### src/rtl/obstacle_scheduler.sv
// Obstacle scheduler: picks the next obstacle from an 8-bit LFSR, waits a
// pause between obstacles, arms the chosen obstacle with a one-cycle start
// pulse, counts completed obstacles and declares a win or a loss.
//
// Handshake: done_out is a one-cycle start pulse, issued while the FSM sits
// in START. obstacle_done is a single-cycle completion pulse, honoured only
// in WAIT_DONE. collision is a level, sampled every cycle but acted upon only
// in WAIT_DONE. There is no back-pressure in either direction.
module obstacle_scheduler #(
  parameter int          NUM_OBSTACLES  = 4,
  parameter int          GAP_CYCLES     = 65000000,
  parameter int          TIMEOUT_CYCLES = 260000000,
  parameter int          ROUNDS_TO_WIN  = 10,
  parameter logic [7:0]  LFSR_SEED      = 8'hA5
) (
  input  logic       clk,
  input  logic       rst,
  input  logic       game_on,
  input  logic       menu_on,
  input  logic       collision,
  input  logic       obstacle_done,
  output logic [3:0] selected,
  output logic       play_selected,
  output logic       done_out,
  output logic [7:0] round_count,
  output logic       game_won,
  output logic       game_over
);

  // One counter serves both the pause and the watchdog, so it is sized for
  // the larger of the two limits.
  localparam int MAX_COUNT = (GAP_CYCLES > TIMEOUT_CYCLES) ? GAP_CYCLES : TIMEOUT_CYCLES;
  localparam int CW        = $clog2(MAX_COUNT + 1);

  localparam logic [CW-1:0] GAP_LAST     = CW'(GAP_CYCLES - 1);
  localparam logic [CW-1:0] TIMEOUT_LAST = CW'(TIMEOUT_CYCLES - 1);
  localparam logic [3:0]    NUM_CODES    = 4'(NUM_OBSTACLES);
  localparam logic [7:0]    WIN_ROUNDS   = 8'(ROUNDS_TO_WIN);
  localparam bit            SINGLE_CODE  = (NUM_OBSTACLES == 1);

  typedef enum logic [2:0] {
    IDLE      = 3'd0,
    GAP       = 3'd1,
    START     = 3'd2,
    WAIT_DONE = 3'd3,
    WON       = 3'd4,
    LOST      = 3'd5
  } state_t;

  state_t          state;
  logic [CW-1:0]   count;
  logic [3:0]      prev_code;
  logic [7:0]      lfsr;
  logic            lfsr_fb;
  logic [3:0]      candidate;
  logic            candidate_ok;
  logic            abort;
  logic [7:0]      round_next;

  // Feedback for x^8 + x^6 + x^5 + x^4 + 1.
  assign lfsr_fb      = lfsr[7] ^ lfsr[5] ^ lfsr[4] ^ lfsr[3];
  assign candidate    = lfsr[3:0];
  // With a single code a repeat is unavoidable, so the no-repeat rule is
  // dropped rather than stalling in GAP forever.
  assign candidate_ok = (candidate < NUM_CODES) &&
                        (SINGLE_CODE || (candidate != prev_code));
  assign abort        = menu_on || !game_on;
  assign round_next   = round_count + 8'd1;

  // Free-running LFSR; it re-rolls every cycle regardless of state.
  always_ff @(posedge clk) begin
    if (rst) begin
      lfsr <= LFSR_SEED;
    end else begin
      lfsr <= {lfsr[6:0], lfsr_fb};
    end
  end

  // Game sequencing FSM with all outputs registered alongside the state.
  always_ff @(posedge clk) begin
    if (rst) begin
      state         <= IDLE;
      count         <= '0;
      prev_code     <= 4'hF;
      selected      <= 4'd0;
      play_selected <= 1'b0;
      done_out      <= 1'b0;
      round_count   <= 8'd0;
      game_won      <= 1'b0;
      game_over     <= 1'b0;
    end else begin
      done_out <= 1'b0;
      case (state)
        IDLE: begin
          play_selected <= 1'b0;
          if (game_on && !menu_on) begin
            state       <= GAP;
            count       <= '0;
            round_count <= 8'd0;
          end
        end

        GAP: begin
          if (abort) begin
            state         <= IDLE;
            count         <= '0;
            play_selected <= 1'b0;
          end else if ((count >= GAP_LAST) && candidate_ok) begin
            selected      <= candidate;
            prev_code     <= candidate;
            count         <= '0;
            state         <= START;
            done_out      <= 1'b1;
            play_selected <= 1'b1;
          end else if (count < GAP_LAST) begin
            count <= count + 1'b1;
          end
        end

        START: begin
          if (abort) begin
            state         <= IDLE;
            play_selected <= 1'b0;
          end else begin
            state <= WAIT_DONE;
          end
        end

        WAIT_DONE: begin
          if (abort) begin
            state         <= IDLE;
            count         <= '0;
            play_selected <= 1'b0;
          end else if (collision) begin
            state         <= LOST;
            count         <= '0;
            play_selected <= 1'b0;
            game_over     <= 1'b1;
          end else if (obstacle_done || (count >= TIMEOUT_LAST)) begin
            round_count   <= round_next;
            count         <= '0;
            play_selected <= 1'b0;
            if (round_next == WIN_ROUNDS) begin
              state    <= WON;
              game_won <= 1'b1;
            end else begin
              state <= GAP;
            end
          end else begin
            count <= count + 1'b1;
          end
        end

        WON: begin
          play_selected <= 1'b0;
          if (menu_on) begin
            state    <= IDLE;
            game_won <= 1'b0;
          end
        end

        LOST: begin
          play_selected <= 1'b0;
          if (menu_on) begin
            state     <= IDLE;
            game_over <= 1'b0;
          end
        end

        default: begin
          state         <= IDLE;
          play_selected <= 1'b0;
        end
      endcase
    end
  end

endmodule
### config.mk
export PLATFORM = sky130hd
export DESIGN_NAME = obstacle_scheduler
export DESIGN_NICKNAME = d
export VERILOG_FILES = /design/src/rtl/obstacle_scheduler.sv
export SDC_FILE = /design/constraint.sdc
export NUM_CORES = 1
export LEC_CHECK = 0
export CAP_MARGIN = 40
export CORE_MARGIN = 2
export CORE_UTILIZATION = 48
export CTS_CLUSTER_SIZE = 30
export DETAILED_ROUTE_END_ITERATION = 7
export PLACE_DENSITY = 0.67
export SLEW_MARGIN = 20
export SYNTH_ARGS = -nofsm -noshare
export SYNTH_HDL_FRONTEND = slang
export SYNTH_SLANG_ARGS = --single-unit
### constraint.sdc
create_clock -name clk -period 2.9 [get_ports clk]
set_input_delay 0.58 -clock clk [delete_from_list [all_inputs] [get_ports clk]]
set_output_delay 0.58 -clock clk [all_outputs]
set_load 0.005 [all_outputs]
==> results.md, run 1 <==
* Outcome: finished clean
* Global-route usage over all layers at 0.201
* Final ANT Viol Nets at 0
* Most common cell after layout, fill and taps aside: dfxtp_1
* # nets final at 410
* Post-synth top area share at 0.361
* Leak at 1.22 nW
* Unrepaired setup endpoints after global routing: no
* Syn-to-layout area delta at 11.2%
* Bufs on Longest Clock Path at 2
* Worst reg2reg startpoint: count[0]$_SDFFE_PP0P_
* Post-synthesis area per instance at 8.52 um2
* Setup TNS at 0 ns
* Antenna violations before repair at 0
* Minimum clock period at 2.47 ns
* Final setup vio count at 0
* Die H at 86.5 um
* DR vias/cell at 5.90
* Hold Slack at 0.419 ns
* Crit path to: state[0]$_SDFFE_PP0P_
* R2R Setup Slk at 0.43 ns
* DRT Pass-1 Iters at 4
* Max FO, Critical Path at 11
* H-tree depth at 3
* I/O pin cnt at 22
* Critical path class: reg2reg
* Drc violations at 0
* Total power at 0.00175 W
* Hold Path Class: reg2reg
* Least-Margin Pin Slew at 0.630 ns
* Slew margin rel. at 0.575
* Clock slew at reported path FFs at 0.07 ns
* Final Skew at 0.00565 ns
* CTS Buf Count at 9
* Wire length on met1 at 3490 um
* Async set-reset flop share out of synthesis at 0
* Gates resized, CTS repair at 0
* Hold Vio Cnt, Final at 0
* Buffers & Inverters on Critical Path at 0
* Max-slew violations at 0
* Worst VDD drop at 0.259 mV
* Cell taking the most area after synthesis: dfxtp_1
* Hold Crit Start: lfsr[6]$_SDFF_PP0_
* Synth Warn # at 0
* First-pass GRT wire length at 12,100 um
* Commonest cells after routing, fill and taps aside: 59 x dfxtp_1, 35 x nand2_1, 26 x nor2_1
* Routed wire length at 6940 um
* Dpl hpwl at 4690 um
* Final period util at 0.852
* Critical Path, Cell by Cell: ha_1 > nand3_1 > o211ai_1 > nand4_1 > a21oi_2 > o22ai_4 > nor2_1 > mux2_1
* Post-Syn Instances at 384
* FF-to-FF path depth at 8
* Top_reg_cell synth: dfxtp_1
* Seq cells post-synth at 59
* P per Cell Area at 481 mW/mm2
* Worst EP required at 3.12 ns
* CP endpoint kind: register
* Vias at 2,868
* Post-CTS setup repair buffer count at 0
* Slowest CP cell: dfxtp_1
* Total grt overflow at 0
* Routability cong. at 0.824
* Fill cells at 645
* Crit start category: register
* Highest Signal Layer: met4
* Port Buffers at 21
* N_diodes at 0
* Vias in the first global route at 2,645
* # rows at 30
* Initial core utilization at 0.490
* Net Count, Synth at 393
* Latest clock arrival within the worst-skew pair at 0.34 ns
* CTS tree: yes
* Post-synth EDFFs at 0
* CP peak stage delay at 0.40 ns
* Multi-input gate area at 0.00183 mm2
* Fmax at 405 MHz
* Root buf cell: clkbuf_8
* Clk sink count at 59
* Met3 Routed Length at 225 um
* Die ar. at 0.00749 mm2
* MaxCap Viol Count at 0
* Top cells by area, synth: dfxtp_1 36%, nand2_1 4.0%, nand3_1 3.7%
* CORE AREA at 0.00668 mm2
* Sequential share of the synthesized area at 0.361
* Hold-fix buffers at CTS at 0
* Stages on worst setup path at 8
* Post-route insts no fill at 486
* Worst EP arrival at 2.69 ns
* Cell family with most CP delay: compound AO/OA/AOI/OAI gates
* R2r endpoint: state[0]$_SDFFE_PP0P_
* Register area at 0.00118 mm2
* Synth cell types at 69
* Die Wd at 86.5 um
* Synthesized area at 0.00327 mm2
* Met2 WL at 3110 um
* Fraction of layout cells with a size suffix above 1 at 0.128
* Number of placed instances with taps included at 470
* Pin count of the biggest net entering global routing at 27
* CP Launch Point: count[0]$_SDFFE_PP0P_
* Initial DRC count at 205
* Routed wire length per instance at 14.3 um
[final cells by class]
type	instances	area share
tap	80	0.0275
multi-input combinational	285	0.502
inverter	13	0.0134
timing repair buffer	33	0.0826
clock buffer	10	0.0379
clock inverter	6	0.0114
sequential	59	0.325
[logic make-up (layout without fill, tap and decap cells)]
logic type,count (synthesis),count (layout),share of synthesized area
buffers and inverters,40,62,0.0803
adder cells (fa/ha/maj),3,3,0.0115
flip-flops,59,59,0.361
XOR/XNOR,8,8,0.0214
multiplexers,8,8,0.0249
AO/OA/AOI/OAI,99,99,0.220
AND/OR/NAND/NOR,167,167,0.280
[layer usage]
layer	vias up	GRT usage
met5	-	0
met4	0	0.0980
met3	11	0.0362
met2	54	0.299
met1	1349	0.281
li1	1454	-
[power breakdown]
group          leakage (nW)  internal [W]  switching (W)
Combinational         0.656     0.0000855       0.000142
Sequential            0.478      0.000827      0.0000216
Clock                0.0843      0.000331       0.000342
Total                  1.22       0.00124       0.000506
[per-stage QoR]
step                      utilization  cell area, um2  setup WS (ns)
after CTS                       0.544            3640          0.418
after global placement          0.517            3460          0.223
after floorplan                     -            3270          0.717
final                           0.544            3640          0.430
after global routing            0.544            3640          0.182
after detailed placement        0.517            3460          0.157
[synth_stat cells, types with 4 or more instances]
cell       n
or2_2      7
buf_6      4
a32oi_1    6
nand4_1   10
nor3_1     8
o21ai_0    9
nor2_1    26
clkbuf_1   8
a31oi_1   12
xor2_1     5
buf_4      7
and3_1    10
o31ai_1   14
nand2b_1   7
inv_1     13
dfxtp_1   59
and2_1     5
mux2i_1    7
a22oi_1   11
a21oi_1   15
nand2_1   35
nand3_1   24
nor2b_1    8
[worst reg2reg max path, cell delays in order (launching register included)]
cell,delay (ns)
dfxtp_1,0.40
ha_1,0.21
nand3_1,0.20
o211ai_1,0.26
nand4_1,0.23
a21oi_2,0.33
o22ai_4,0.16
nor2_1,0.22
mux2_1,0.35
[flip-flops by register name (all words and copies together) (netlist names)]
name	cells
game_over	1
prev_code	4
lfsr	8
state	3
play_selected	1
game_won	1
done_out	1
round_count	8
selected	4
count	28
[how the worst min path moves through the flow]
stage | endpoint | slack (ns) | cells after the start
final | lfsr[7]$_SDFF_PP1_ | 0.42 | 1
after detailed placement | lfsr[7]$_SDFF_PP1_ | 0.42 | 1
after global routing | lfsr[7]$_SDFF_PP1_ | 0.45 | 1
after CTS | lfsr[7]$_SDFF_PP1_ | 0.43 | 1
after global placement | lfsr[7]$_SDFF_PP1_ | 0.40 | 1
after floorplan | lfsr[7]$_SDFF_PP1_ | 0.39 | 1
No activity file was read; power rests on OpenSTA's default activity.
==> run 2, diff against run 1 <==
- CORE_ASPECT_RATIO: not set -> 0.6
==> results.md, run 2 (synthesized netlist as in run 1, its figures left out) <==
* Outcome: finished clean
* Clock share of power at 0.508 (+0.123)
* # rows at 23 (-23%)
* Latest clock arrival within the worst-skew pair at 0.33 ns (about the same)
* Total power at 0.00220 W (+26%)
* R2r endpoint: count[10]$_SDFFE_PP0P_
* Cell family with most CP delay: compound AO/OA/AOI/OAI gates
* CP endpoint kind: register
* Routability cong. at 0.840 (+1.9%)
* Worst reg2reg startpoint: count[0]$_SDFFE_PP0P_
* Largest register FFs at 28 (unchanged)
* Biggest regs: count: 28 flops, lfsr: 8 flops, round_count: 8 flops
* Clock slew at reported path FFs at 0.05 ns (-0.02 ns)
* Hold Vio Cnt, Final at 0 (unchanged)
* Post-CTS setup repair buffer count at 0 (unchanged)
* Max FO, Critical Path at 25 (+14)
* Clk sink count at 59 (unchanged)
* Pint at 0.00166 W (+33%)
* Root buf cell: clkbuf_16
* DRT Pass-1 Iters at 5 (+1)
* Slew margin rel. at 0.613 (+0.0387)
* Minimum clock period at 2.62 ns (+0.152 ns)
* Initial core utilization at 0.492 (+0.00249)
* Buffers & Inverters on Critical Path at 1 (+1)
* Max-slew violations at 0 (unchanged)
* Crit start category: register
* Global-route usage over all layers at 0.203 (+0.00172)
* Worst EP arrival at 2.85 ns (+0.16 ns)
* Stages on worst setup path at 9 (+1)
* Worst VDD drop at 0.400 mV (+54%)
* Port Buffers at 21 (unchanged)
* Die ar. at 0.00751 mm2 (+0.29%)
* Antenna violations before repair at 0 (unchanged)
* Critical Path, Cell by Cell: ha_1 > nand3_1 > o211ai_1 > nand4_1 > a21oi_2 > and2b_1 > buf_4 > a22oi_1 > o41ai_1
* CP Launch Point: count[0]$_SDFFE_PP0P_
* Routed wire length at 7470 um (+7.6%)
* Unrepaired setup endpoints after global routing: no
* FF-to-FF path depth at 9 (+1)
* Fmax at 381 MHz (-5.8%)
* Critical path class: reg2reg
* Fill cells at 588 (-8.8%)
* Fraction of layout cells with a size suffix above 1 at 0.123 (-0.00462)
* Final setup vio count at 0 (unchanged)
* Logic pwr share at 0.106 (-0.024)
* Crit path to: count[10]$_SDFFE_PP0P_
* Dpl hpwl at 4980 um (+6.1%)
* Worst EP required at 3.13 ns (about the same)
* Slowest CP cell: dfxtp_1
* Vias in the first global route at 2,383 (-9.9%)
* Multi-input gate area at 0.00183 mm2 (unchanged)
* Register area at 0.00118 mm2 (unchanged)
* I/O pin cnt at 22 (unchanged)
* Pin count of the biggest net entering global routing at 34 (+26%)
* Vias at 2,856 (-0.42%)
* Gates resized, CTS repair at 0 (unchanged)
* Hold-fix buffers at CTS at 0 (unchanged)
* Final ANT Viol Nets at 0 (unchanged)
* Hold Slack at 0.405 ns (-0.0140 ns)
* Die Wd at 111 um (+28%)
* N_diodes at 0 (unchanged)
* Least-Margin Pin Slew at 0.575 ns (-0.0551 ns)
* Commonest cells after routing, fill and taps aside: 59 x dfxtp_1, 35 x nand2_1, 26 x nor2_1
* DR vias/cell at 5.80 (-1.6%)
* CORE AREA at 0.00665 mm2 (-0.51%)
* Total grt overflow at 0 (unchanged)
* Most common cell after layout, fill and taps aside: dfxtp_1
* H-tree depth at 3 (unchanged)
* # nets final at 409 (-0.24%)
* Drc violations at 0 (unchanged)
* Top reg by flops: count
* CP peak stage delay at 0.41 ns (about the same)
* Syn-to-layout area delta at 15.2%
* P per Cell Area at 585 mW/mm2 (+22%)
* NetSw at 0.000546 W (+8.0%)
* First-pass GRT wire length at 11,900 um (-1.2%)
* Leak at 1.29 nW (+5.5%)
* Final Skew at 0.00423 ns (-0.00142 ns)
* CTS Buf Count at 9 (unchanged)
* R2R Setup Slk at 0.28 ns (-0.15 ns)
* MaxCap Viol Count at 0 (unchanged)
* Initial DRC count at 349 (+70%)
* Hold Path Class: reg2reg
* Switching share of power at 0.248 (-0.0414)
* CTS tree: yes
* Setup TNS at 0 ns (unchanged)
* Die H at 67.9 um (-21%)
* Final period util at 0.904 (+0.0524)
* Routed wire length per instance at 15.2 um (+6.3%)
* Sequential power share at 0.386 (-0.099)
* Bufs on Longest Clock Path at 2 (unchanged)
run 2: cell count changes in the layout (fill, tap and decap cells not counted):
| cell | delta |
|---|---|
| clkinv_2 | +2 |
| clkinvlp_4 | -3 |
| clkbuf_16 | +9 |
| buf_4 | -1 |
| clkbuf_8 | -10 |
| clkbuf_1 | +1 |
| bufinv_16 | +2 |
| clkinv_4 | -1 |
run 2: cell type report:
cell class	count	share of cell area
Clock buffer	10	0.0608
Clock inverter	6	0.0213
Inverter	13	0.0130
Multi-Input combinational cell	285	0.485
Sequential cell	59	0.314
Tap cell	87	0.0289
Timing Repair Buffer	32	0.0777
run 2: per-stage QoR:
| stage | util | setup slack, ns | std cells | area, um2 |
|---|---|---|---|---|
| final | 0.567 | 0.278 | 492 | 3770 |
| after global routing | 0.567 | 0.0549 | 492 | 3770 |
| after CTS | 0.567 | 0.343 | 492 | 3770 |
| after detailed placement | 0.520 | 0.130 | 476 | 3460 |
| after global placement | 0.520 | 0.203 | 476 | 3460 |
| after floorplan | - | 0.717 | 384 | 3270 |
run 2: per-layer routing:
layer / track usage / share of wire / vias to the layer above
li1: - / - / 1452
met1: 0.299 / 0.52 / 1297
met2: 0.271 / 0.39 / 98
met3: 0.0585 / 0.077 / 9
met4: 0.0859 / 0.0094 / 0
met5: 0 / 0 / -
run 2: how the worst min path moves through the flow:
stage / startpoint / slack, ns / depth (start not counted) / endpoint
2_1_floorplan: lfsr[6]$_SDFF_PP0_ / 0.39 / 1 / lfsr[7]$_SDFF_PP1_
6_report: lfsr[6]$_SDFF_PP0_ / 0.41 / 1 / lfsr[7]$_SDFF_PP1_
5_1_grt: lfsr[6]$_SDFF_PP0_ / 0.42 / 1 / lfsr[7]$_SDFF_PP1_
3_5_place_dp: lfsr[6]$_SDFF_PP0_ / 0.39 / 1 / lfsr[7]$_SDFF_PP1_
3_3_place_gp: lfsr[6]$_SDFF_PP0_ / 0.39 / 1 / lfsr[7]$_SDFF_PP1_
4_1_cts: lfsr[6]$_SDFF_PP0_ / 0.41 / 1 / lfsr[7]$_SDFF_PP1_
run 2: power groups by stage:
| stage | Sequential [W] | Clock (W) | Combinational, W |
|---|---|---|---|
| finish | 0.000851 | 0.00112 | 0.000233 |
| global route | 0.000855 | 0.00116 | 0.000256 |
| CTS | 0.000850 | 0.00114 | 0.000230 |
| detailed placement | 0.000867 | 0 | 0.000229 |
| global placement | 0.000868 | 0 | 0.000225 |
| floorplan | 0.000853 | 0 | 0.000196 |
